===== src/rtl/fpiano_pkg.sv =====
// fpiano_pkg: shared types and constants for the free-play piano front end.
//   NUM_KEYS      number of piano push-buttons
//   key_vec_t     one bit per key (bit 0 = low C ... bit 7 = high C)
//   key_idx_t     key index / key code
//   beat_state_t  metronome beat generator states
//   TEMPO_*       tempo_sel encodings (beat period = BEAT_CYCLES << tempo_sel)
//   lowest_key()  priority encoder, lowest set bit wins
package fpiano_pkg;

  localparam int NUM_KEYS = 8;

  typedef logic [7:0] key_vec_t;
  typedef logic [2:0] key_idx_t;

  typedef enum logic {
    IDLE = 1'b0,
    RUN  = 1'b1
  } beat_state_t;

  localparam logic [1:0] TEMPO_X1 = 2'd0;
  localparam logic [1:0] TEMPO_X2 = 2'd1;
  localparam logic [1:0] TEMPO_X4 = 2'd2;
  localparam logic [1:0] TEMPO_X8 = 2'd3;

  // Scan from the top down so the lowest set index is the last one written.
  function automatic key_idx_t lowest_key(input key_vec_t v);
    key_idx_t idx;
    idx = 3'd0;
    for (int i = NUM_KEYS - 1; i >= 0; i--) begin
      idx = v[i] ? key_idx_t'(i) : idx;
    end
    return idx;
  endfunction

endpackage


===== src/rtl/key_debouncer.sv =====
// key_debouncer: one key's two-flop synchronizer plus debounce counter.
// The debounced level only follows the synchronized input after it has
// differed for DEBOUNCE_CYCLES consecutive samples; shorter glitches are
// dropped because any agreeing sample clears the counter.
// Ports:
//   clk_in        system clock
//   rst_in        asynchronous active-low reset
//   i_key_raw     raw asynchronous button input
//   o_level       registered debounced level
//   o_level_next  value o_level takes at the next edge (for rise detection)
module key_debouncer
  import fpiano_pkg::*;
#(
  parameter int DEBOUNCE_CYCLES = 742_500
) (
  input  logic clk_in,
  input  logic rst_in,
  input  logic i_key_raw,
  output logic o_level,
  output logic o_level_next
);

  localparam int CW = $clog2(DEBOUNCE_CYCLES);
  localparam logic [CW-1:0] CNT_LAST = CW'(DEBOUNCE_CYCLES - 1);

  logic          r_sync1;
  logic          r_sync2;
  logic          r_level;
  logic [CW-1:0] r_cnt;
  logic [CW-1:0] w_cnt_next;
  logic          w_level_next;

  // Two-flop synchronizer for the asynchronous button.
  always_ff @(posedge clk_in or negedge rst_in) begin
    if (!rst_in) begin
      r_sync1 <= 1'b0;
      r_sync2 <= 1'b0;
    end else begin
      r_sync1 <= i_key_raw;
      r_sync2 <= r_sync1;
    end
  end

  // Debounce decision: count disagreement, accept on the cycle it would hit the limit.
  always_comb begin
    w_cnt_next   = r_cnt;
    w_level_next = r_level;
    if (r_sync2 == r_level) begin
      w_cnt_next = {CW{1'b0}};
    end else if (r_cnt == CNT_LAST) begin
      w_level_next = r_sync2;
      w_cnt_next   = {CW{1'b0}};
    end else begin
      w_cnt_next = r_cnt + CW'(1);
    end
  end

  // Debounce counter and accepted level.
  always_ff @(posedge clk_in or negedge rst_in) begin
    if (!rst_in) begin
      r_cnt   <= {CW{1'b0}};
      r_level <= 1'b0;
    end else begin
      r_cnt   <= w_cnt_next;
      r_level <= w_level_next;
    end
  end

  assign o_level      = r_level;
  assign o_level_next = w_level_next;

endmodule


===== src/rtl/key_input_conditioner.sv =====
// key_input_conditioner: free-play front end. Debounces the eight piano
// buttons, flags each new key press with a one-cycle event plus the lowest
// rising key index, and generates the metronome beat trigger.
// Optional feature macro: METRONOME_CLICK_EN adds the CLICK_CYCLES parameter,
// the click_out port and its click counter.
// Ports:
//   clk_in     system clock
//   rst_in     asynchronous active-low reset
//   keys_raw   raw bouncy buttons, bit i = key i
//   run_in     metronome enable
//   tempo_sel  beat period = BEAT_CYCLES << tempo_sel
//   keys_out   debounced key levels
//   trigger    one-cycle beat pulse
//   key_event  one-cycle pulse when any debounced key rises
//   key_code   lowest key index that rose in the key_event cycle (held otherwise)
//   click_out  audible click after each trigger (METRONOME_CLICK_EN only)
module key_input_conditioner
  import fpiano_pkg::*;
#(
  parameter int DEBOUNCE_CYCLES = 742_500,
  parameter int BEAT_CYCLES     = 37_125_000
`ifdef METRONOME_CLICK_EN
  ,
  parameter int CLICK_CYCLES    = 74_250
`endif
) (
  input  logic       clk_in,
  input  logic       rst_in,
  input  logic [7:0] keys_raw,
  input  logic       run_in,
  input  logic [1:0] tempo_sel,
  output logic [7:0] keys_out,
  output logic       trigger,
  output logic       key_event,
  output logic [2:0] key_code
`ifdef METRONOME_CLICK_EN
  ,
  output logic       click_out
`endif
);

  // Wide enough for the slowest tempo (BEAT_CYCLES << 3).
  localparam int BW = $clog2(BEAT_CYCLES * 8);

  key_vec_t    w_level;
  key_vec_t    w_level_next;
  key_vec_t    w_rise;

  beat_state_t r_state;
  beat_state_t w_state_next;
  logic [BW-1:0] r_beat_cnt;
  logic [BW-1:0] w_beat_cnt_next;
  logic [BW-1:0] w_period;
  logic [BW-1:0] w_bound;
  logic          r_trigger;
  logic          w_trigger_next;
  logic          r_key_event;
  key_idx_t      r_key_code;

  for (genvar gi = 0; gi < NUM_KEYS; gi++) begin : g_key
    key_debouncer #(
      .DEBOUNCE_CYCLES(DEBOUNCE_CYCLES)
    ) u_debouncer (
      .clk_in      (clk_in),
      .rst_in      (rst_in),
      .i_key_raw   (keys_raw[gi]),
      .o_level     (w_level[gi]),
      .o_level_next(w_level_next[gi])
    );
  end

  assign w_rise = w_level_next & ~w_level;

  // Key-press event and code, registered from the rising edges of the debounced levels.
  always_ff @(posedge clk_in or negedge rst_in) begin
    if (!rst_in) begin
      r_key_event <= 1'b0;
      r_key_code  <= 3'd0;
    end else begin
      r_key_event <= |w_rise;
      if (|w_rise) begin
        r_key_code <= lowest_key(w_rise);
      end else begin
        r_key_code <= r_key_code;
      end
    end
  end

  // The period follows tempo_sel live; the >= test lets a shortened period wrap at once.
  assign w_period = BW'(BEAT_CYCLES) << tempo_sel;
  assign w_bound  = w_period - BW'(1);

  // Beat FSM next state, counter and trigger.
  always_comb begin
    w_state_next    = r_state;
    w_beat_cnt_next = r_beat_cnt;
    w_trigger_next  = 1'b0;
    case (r_state)
      IDLE: begin
        w_beat_cnt_next = {BW{1'b0}};
        if (run_in) begin
          w_state_next = RUN;
        end else begin
          w_state_next = IDLE;
        end
      end
      RUN: begin
        if (!run_in) begin
          w_state_next    = IDLE;
          w_beat_cnt_next = {BW{1'b0}};
        end else if (r_beat_cnt >= w_bound) begin
          w_beat_cnt_next = {BW{1'b0}};
          w_trigger_next  = 1'b1;
        end else begin
          w_beat_cnt_next = r_beat_cnt + BW'(1);
        end
      end
      default: begin
        w_state_next    = IDLE;
        w_beat_cnt_next = {BW{1'b0}};
      end
    endcase
  end

  // Beat FSM state, counter and registered trigger.
  always_ff @(posedge clk_in or negedge rst_in) begin
    if (!rst_in) begin
      r_state    <= IDLE;
      r_beat_cnt <= {BW{1'b0}};
      r_trigger  <= 1'b0;
    end else begin
      r_state    <= w_state_next;
      r_beat_cnt <= w_beat_cnt_next;
      r_trigger  <= w_trigger_next;
    end
  end

  assign keys_out  = w_level;
  assign trigger   = r_trigger;
  assign key_event = r_key_event;
  assign key_code  = r_key_code;

`ifdef METRONOME_CLICK_EN
  localparam int KW = $clog2(CLICK_CYCLES + 1);

  logic [KW-1:0] r_click_cnt;
  logic          r_click;

  // Click pulse: starts the cycle after trigger, a new trigger reloads it, silent when idle.
  always_ff @(posedge clk_in or negedge rst_in) begin
    if (!rst_in) begin
      r_click     <= 1'b0;
      r_click_cnt <= {KW{1'b0}};
    end else if (w_state_next == IDLE) begin
      r_click     <= 1'b0;
      r_click_cnt <= {KW{1'b0}};
    end else if (r_trigger) begin
      r_click     <= 1'b1;
      r_click_cnt <= KW'(CLICK_CYCLES - 1);
    end else if (r_click_cnt != {KW{1'b0}}) begin
      r_click_cnt <= r_click_cnt - KW'(1);
    end else begin
      r_click     <= 1'b0;
    end
  end

  assign click_out = r_click;
`else
  // Without the click option the beat is signalled by trigger alone.
`endif

endmodule


===== config.mk =====
export PLATFORM = sky130hd
export DESIGN_NAME = key_input_conditioner
export DESIGN_NICKNAME = d
export VERILOG_FILES = /design/src/rtl/fpiano_pkg.sv /design/src/rtl/key_debouncer.sv /design/src/rtl/key_input_conditioner.sv
export SDC_FILE = /design/constraint.sdc
export NUM_CORES = 1
export LEC_CHECK = 0
export BUFFER_PORTS_ARGS = -buffer_cell sky130_fd_sc_hd__buf_2
export CAP_MARGIN = 20
export CORE_UTILIZATION = 61
export CTS_BUF_LIST = sky130_fd_sc_hd__clkbuf_4
export CTS_CLUSTER_SIZE = 16
export DETAILED_ROUTE_END_ITERATION = 6
export GPL_ROUTABILITY_DRIVEN = 0
export HOLD_SLACK_MARGIN = 0.08
export PLACE_DENSITY = 0.78
export SLEW_MARGIN = 40
export SYNTH_ARGS = -nofsm -noshare
export SYNTH_HDL_FRONTEND = slang
export SYNTH_SLANG_ARGS = --single-unit

===== constraint.sdc =====
create_clock -name clk_in -period 2.76 [get_ports clk_in]
set_input_delay 0.552 -clock clk_in [delete_from_list [all_inputs] [get_ports clk_in]]
set_output_delay 0.552 -clock clk_in [all_outputs]
set_load 0.01 [all_outputs]

## Word level (Yosys, flattened, before mapping)

Cells that the tools add are included.

- Input bits: 13
- Register bits after elaboration: 219

- Multiplexer cells: 47
- Bitwise logic cells: 3
- Reductions and logical operators: 1
- Equal/unequal tests: 16
- Add/sub/neg operators: 10
- Shift operators: 1
- Order comparisons: 1

Operators by type and width:

| operator | number |
|---|---|
| 2-to-1 mux 20 bit | 16 |
| adder 20 x 1 -> 20 bit (second input constant) | 8 |
| equality test 20 bit (second input constant) | 8 |
| 2-to-1 mux 29 bit | 2 |
| case mux 29 bit (2 select lines) | 1 |
| adder 29 x 1 -> 29 bit (second input constant) | 1 |
| greater-or-equal comparator 29 bit | 1 |
| << shifter 26 x 2 -> 29 bit (first input constant) | 1 |
| subtractor 29 x 1 -> 29 bit (second input constant) | 1 |
| 2-to-1 mux 3 bit | 8 |
| 2-to-1 mux 1 bit | 20 |
| AND 8 bit | 1 |
| equality test 1 bit | 8 |
| inverter 8 bit | 1 |
| OR reduction 8 bit | 1 |
| inverter 1 bit | 1 |

## Longest topological paths before layout

- Depth after elaboration: 12
- Mapped depth: 13
- Depth with buffers taken out: 11

## By module

A second synthesis with hierarchy kept.

- Cell total of the unflattened synthesis: 1,211
- Area, all modules: 12,379.4 µm²

By module, submodules not included:

| module | sequential area each (µm²) | times used | area each (µm²) | cells an instance |
|---|---|---|---|---|
| key_debouncer at g_key[0].u_debouncer ... | 575.6 | 7 | 1,242.4 | 119 |
| key_input_conditioner | 875.8 | 1 | 2,507.4 | 265 |
| key_debouncer at g_key[5].u_debouncer | 575.6 | 1 | 1,174.9 | 113 |

## Least setup slack after synthesis

No wires, ideal clock.

- Kind: input to register
- Start: in tempo_sel[1]
- End: reg r_beat_cnt[24]
- Setup time: 68 ps
- Path slack: -72 ps
- Arrival time: 2,764 ps
- Cell stages on the path: 13
- Required time: 2,692 ps
- Path through: inv_1 ha_1 nand4_1 nor2_1 ha_1 a21oi_1 o31ai_1 a221oi_1 o221ai_1 or3_1 buf_6 buf_8 nor2_4

- Cells in the longest elaborated chain, start to end: 6

RTL lines:

| what | line | RTL |
|---|---|---|
| start, declared | key_input_conditioner.sv:31 | `input logic [1:0] tempo_sel,` |
| << shifter 26 x 2 -> 29 bit | key_input_conditioner.sv:90 | `assign w_period = BW'(BEAT_CYCLES) << tempo_sel;` |
| subtractor 29 x 1 -> 29 bit | key_input_conditioner.sv:91 | `assign w_bound = w_period - BW'(1);` |
| greater-or-equal comparator 29 bit | key_input_conditioner.sv:111 | `end else if (r_beat_cnt >= w_bound) begin` |
| 2-to-1 mux 29 bit | key_input_conditioner.sv:111 |  |
| 2-to-1 mux 29 bit | key_input_conditioner.sv:108 | `if (!run_in) begin` |
| case mux 29 bit (2 select lines) | key_input_conditioner.sv:98 | `case (r_state)` |
| via w_beat_cnt_next[24] | key_input_conditioner.sv:52 | `logic [BW-1:0] w_beat_cnt_next;` |
| end signal, assigned | key_input_conditioner.sv:129 | `r_beat_cnt <= {BW{1'b0}};` |
| end signal, assigned | key_input_conditioner.sv:133 | `r_beat_cnt <= w_beat_cnt_next;` |
| end, declared | key_input_conditioner.sv:51 | `logic [BW-1:0] r_beat_cnt;` |

The timed path passes the listed nets, and every way through them passes these cells.
A chain may end at the register's enable or synchronous reset.

## Final worst setup path

- Start: in tempo_sel[1]
- End: reg r_beat_cnt[28]

Same word-level chain as after synthesis.

==> results.json <==
{
  "hp-class": "flop to flop",
  "synth.avg_cell_area_um2": 10.01,
  "setup_ws_ps": 247.7,
  "syn_nets": 1157,
  "antenna_cells": 0,
  "fin_util_pct": 70.85,
  "drt_iter0_markers": 367,
  "fin_crit_ps": 2512,
  "wl_per_cell_um": 14.05,
  "ys_ff_latch": 219,
  "clk_pin_slew_ps": 70,
  "core_um2": 17480,
  "h-tree-depth": 2,
  "clock-sinks": 219,
  "slew_viol_final": 0,
  "first_pass_iters": 5,
  "finalHoldViolations": 0,
  "criticalPathCategory": "input pin to flop",
  "synthFlopType": "dfrtp_1",
  "skew_ps": 28.51,
  "yosysTopAreaCell": "dfrtp_1",
  "overflow": 0,
  "ys_seq_area_share_pct": 49.70,
  "final_nets": 1260,
  "r2r_slack_ps": 360,
  "seq_power_share_pct": 52.7,
  "mostFrequentLayoutCell": "dfrtp_1",
  "wirelength_um": 20580,
  "grt_max_degree": 71,
  "place_ws_ps": -403.8,
  "report.power.total_mw": 6.242,
  "cts_made_buffers": 56,
  "fp.dieArea_um2": 18620,
  "syn_inst": 1102,
  "netlist_area_um2": 11030,
  "hpwl_um": 13960,
  "fmax_mhz": 398.0,
  "leakage_nw": 5.624,
  "drc_errors": 0,
  "routed_via_density": 5.490,
  "syn_to_final_growth_pct": 12.31,
  "die_x_um": 136.4,
  "clock_path_buffers": 3,
  "grt_pass1_wl_um": 35410,
  "power_frac_comb_pct": 4.7,
  "setup_viol": 0,
  "post-route-period-util_pct": 91.02,
  "die_y_um": 136.4,
  "final_layout_size_suffix_gt1_share_pct": 14.04,
  "post_dp_cell_area_um2": 11610,
  "cp.arrival_ps": 3070,
  "ir_drop_v": 0.0003304,
  "p_sw_mw": 1.485,
  "yosysWarnings": 0,
  "cellPowerDensity_nw_per_um2": 504.1,
  "tightestPinTransition_ps": 742.9,
  "status": "finished, final reports clean",
  "endpoint_kind": "flop",
  "synth_top_area_share_pct": 49.70,
  "clkLatencyLatePin_ps": 670,
  "vias": 8038,
  "cp.required_ps": 3310,
  "finalSetupTns_ps": 0,
  "final_cell_mix": "219 x dfrtp_1, 211 x nor2_1, 110 x xor2_1",
  "crit_fanout": 8,
  "synth.area.top_cells": "dfrtp_1 50%, xor2_1 8.7%, nor2_1 7.2%",
  "grt_pass1_vias": 7807,
  "io_pins": 26,
  "postRouteAntennaNets": 0,
  "min_path_cells": 0,
  "reg2reg_depth": 8,
  "synth_edf_count": 0,
  "power.share.clock_pct": 42.5,
  "row_count": 48,
  "drv_cap": 0,
  "grt_setup_unrepaired": "false",
  "start_util_pct": 63.09,
  "root_buffer": "clkbuf_4",
  "port_buffers": 25,
  "cts-resized-gates": 0,
  "ys_async_sr_fraction_pct": 100.0,
  "p_sw_share_pct": 23.79,
  "relSlewSlack_pct": 50.37,
  "critPathLaunchType": "input pin",
  "synth_cell_type_count": 60,
  "grt_antenna_before_repair": 0,
  "p_int_mw": 4.757,
  "grt_util_all_layers_pct": 23.35,
  "cts_setup_buffers": 0,
  "cts_tree": "done",
  "design_area_um2": 12380
}
[state kept, by name (all words and copies together), names as in the netlist]
signal,count
r_state,1
key_event,1
r_beat_cnt,29
key_code,3
g_key.u_debouncer.r_sync1,8
g_key.u_debouncer.r_cnt,160
g_key.u_debouncer.o_level,8
trigger,1
g_key.u_debouncer.r_sync2,8
[critical path: stages]
cell        delay [ps]
buf_2              180
clkinvlp_4         190
ha_1               350
inv_1               60
ha_1               290
nand4_1            120
nor4_1             350
nor4bb_1           380
or3_1              240
buf_4              270
nor2_1              70
[cells by family after synthesis]
family	after synthesis	share of synthesized area, %
mux	6	0.6128
xor+xnor	171	13.58
compound gates	57	3.291
flops	219	49.70
fa+ha+maj	42	4.766
buf+inv	54	2.281
simple gates	553	25.76
[power by group through the flow]
stage | combinational (mW) | clock, mW | sequential [mW]
floorplan | 0.141 | 0 | 3.34
global placement | 0.282 | 0 | 3.35
detailed placement | 0.290 | 0 | 3.35
CTS | 0.303 | 2.76 | 3.29
global route | 0.340 | 2.91 | 3.30
finish | 0.296 | 2.65 | 3.29
[synth_stat cells (4+ instances only)]
cell	number
nand3_1	60
and3_1	29
nor4b_1	4
nand4_1	48
xnor2_1	61
clkbuf_1	16
a21oi_1	15
o21ai_0	16
xor2_1	110
nor4_1	18
nor2_1	211
ha_1	42
nand2_1	74
o31ai_1	5
nor3_1	18
dfrtp_1	219
and2_1	5
nor2_4	8
inv_1	28
and4_1	17
nor2b_1	14
nor4bb_1	5
a21o_1	6
buf_4	8
or3_1	10
mux2_2	6
[stage by stage]
step	hold slack, ps	instances
finish	347.8	1464
global route	353.4	1464
CTS	348.6	1464
detailed placement	334.7	1362
global placement	333.3	1362
floorplan	256.4	1102
[area by class of cell]
type / instances / area [um2]
timing repair buffer: 71 / 530.5
clock inverter: 13 / 77.57
clock buffer: 79 / 593.1
sequential: 219 / 5480
fill: 1286 / 5094
tap: 225 / 281.5
multi-input combinational: 829 / 5311
inverter: 28 / 108.9
[layer usage]
layer  global-route usage [%]  share of wire [%]  vias up  wire [um]
li1                         -                  -     4009          -
met3                    4.512                3.6       44        740
met5                        0                  0        -          0
met4                    8.642                2.2        0        454
met2                    36.24                 46      110       9364
met1                    32.53                 49     3875      10020
[worst paths after layout]
kind,startpoint,to
max in group asynchronous,rst_in,g_key[7].u_debouncer.r_cnt[12]$_DFF_PN0_
min,g_key[4].u_debouncer.r_sync1$_DFF_PN0_,g_key[4].u_debouncer.r_sync2$_DFF_PN0_
max,tempo_sel[1],r_beat_cnt[28]$_DFF_PN0_
max reg2reg,r_beat_cnt[6]$_DFF_PN0_,r_beat_cnt[27]$_DFF_PN0_
min reg2reg,g_key[4].u_debouncer.r_sync1$_DFF_PN0_,g_key[4].u_debouncer.r_sync2$_DFF_PN0_
min in group asynchronous,rst_in,g_key[0].u_debouncer.r_cnt[9]$_DFF_PN0_
[timing repair]
action,4_1_cts,5_1_grt
hold buffers,10,0
endpoints found under the setup margin,0,0
endpoints found under the hold margin,74,0
No activity file was read; power rests on OpenSTA's default activity.
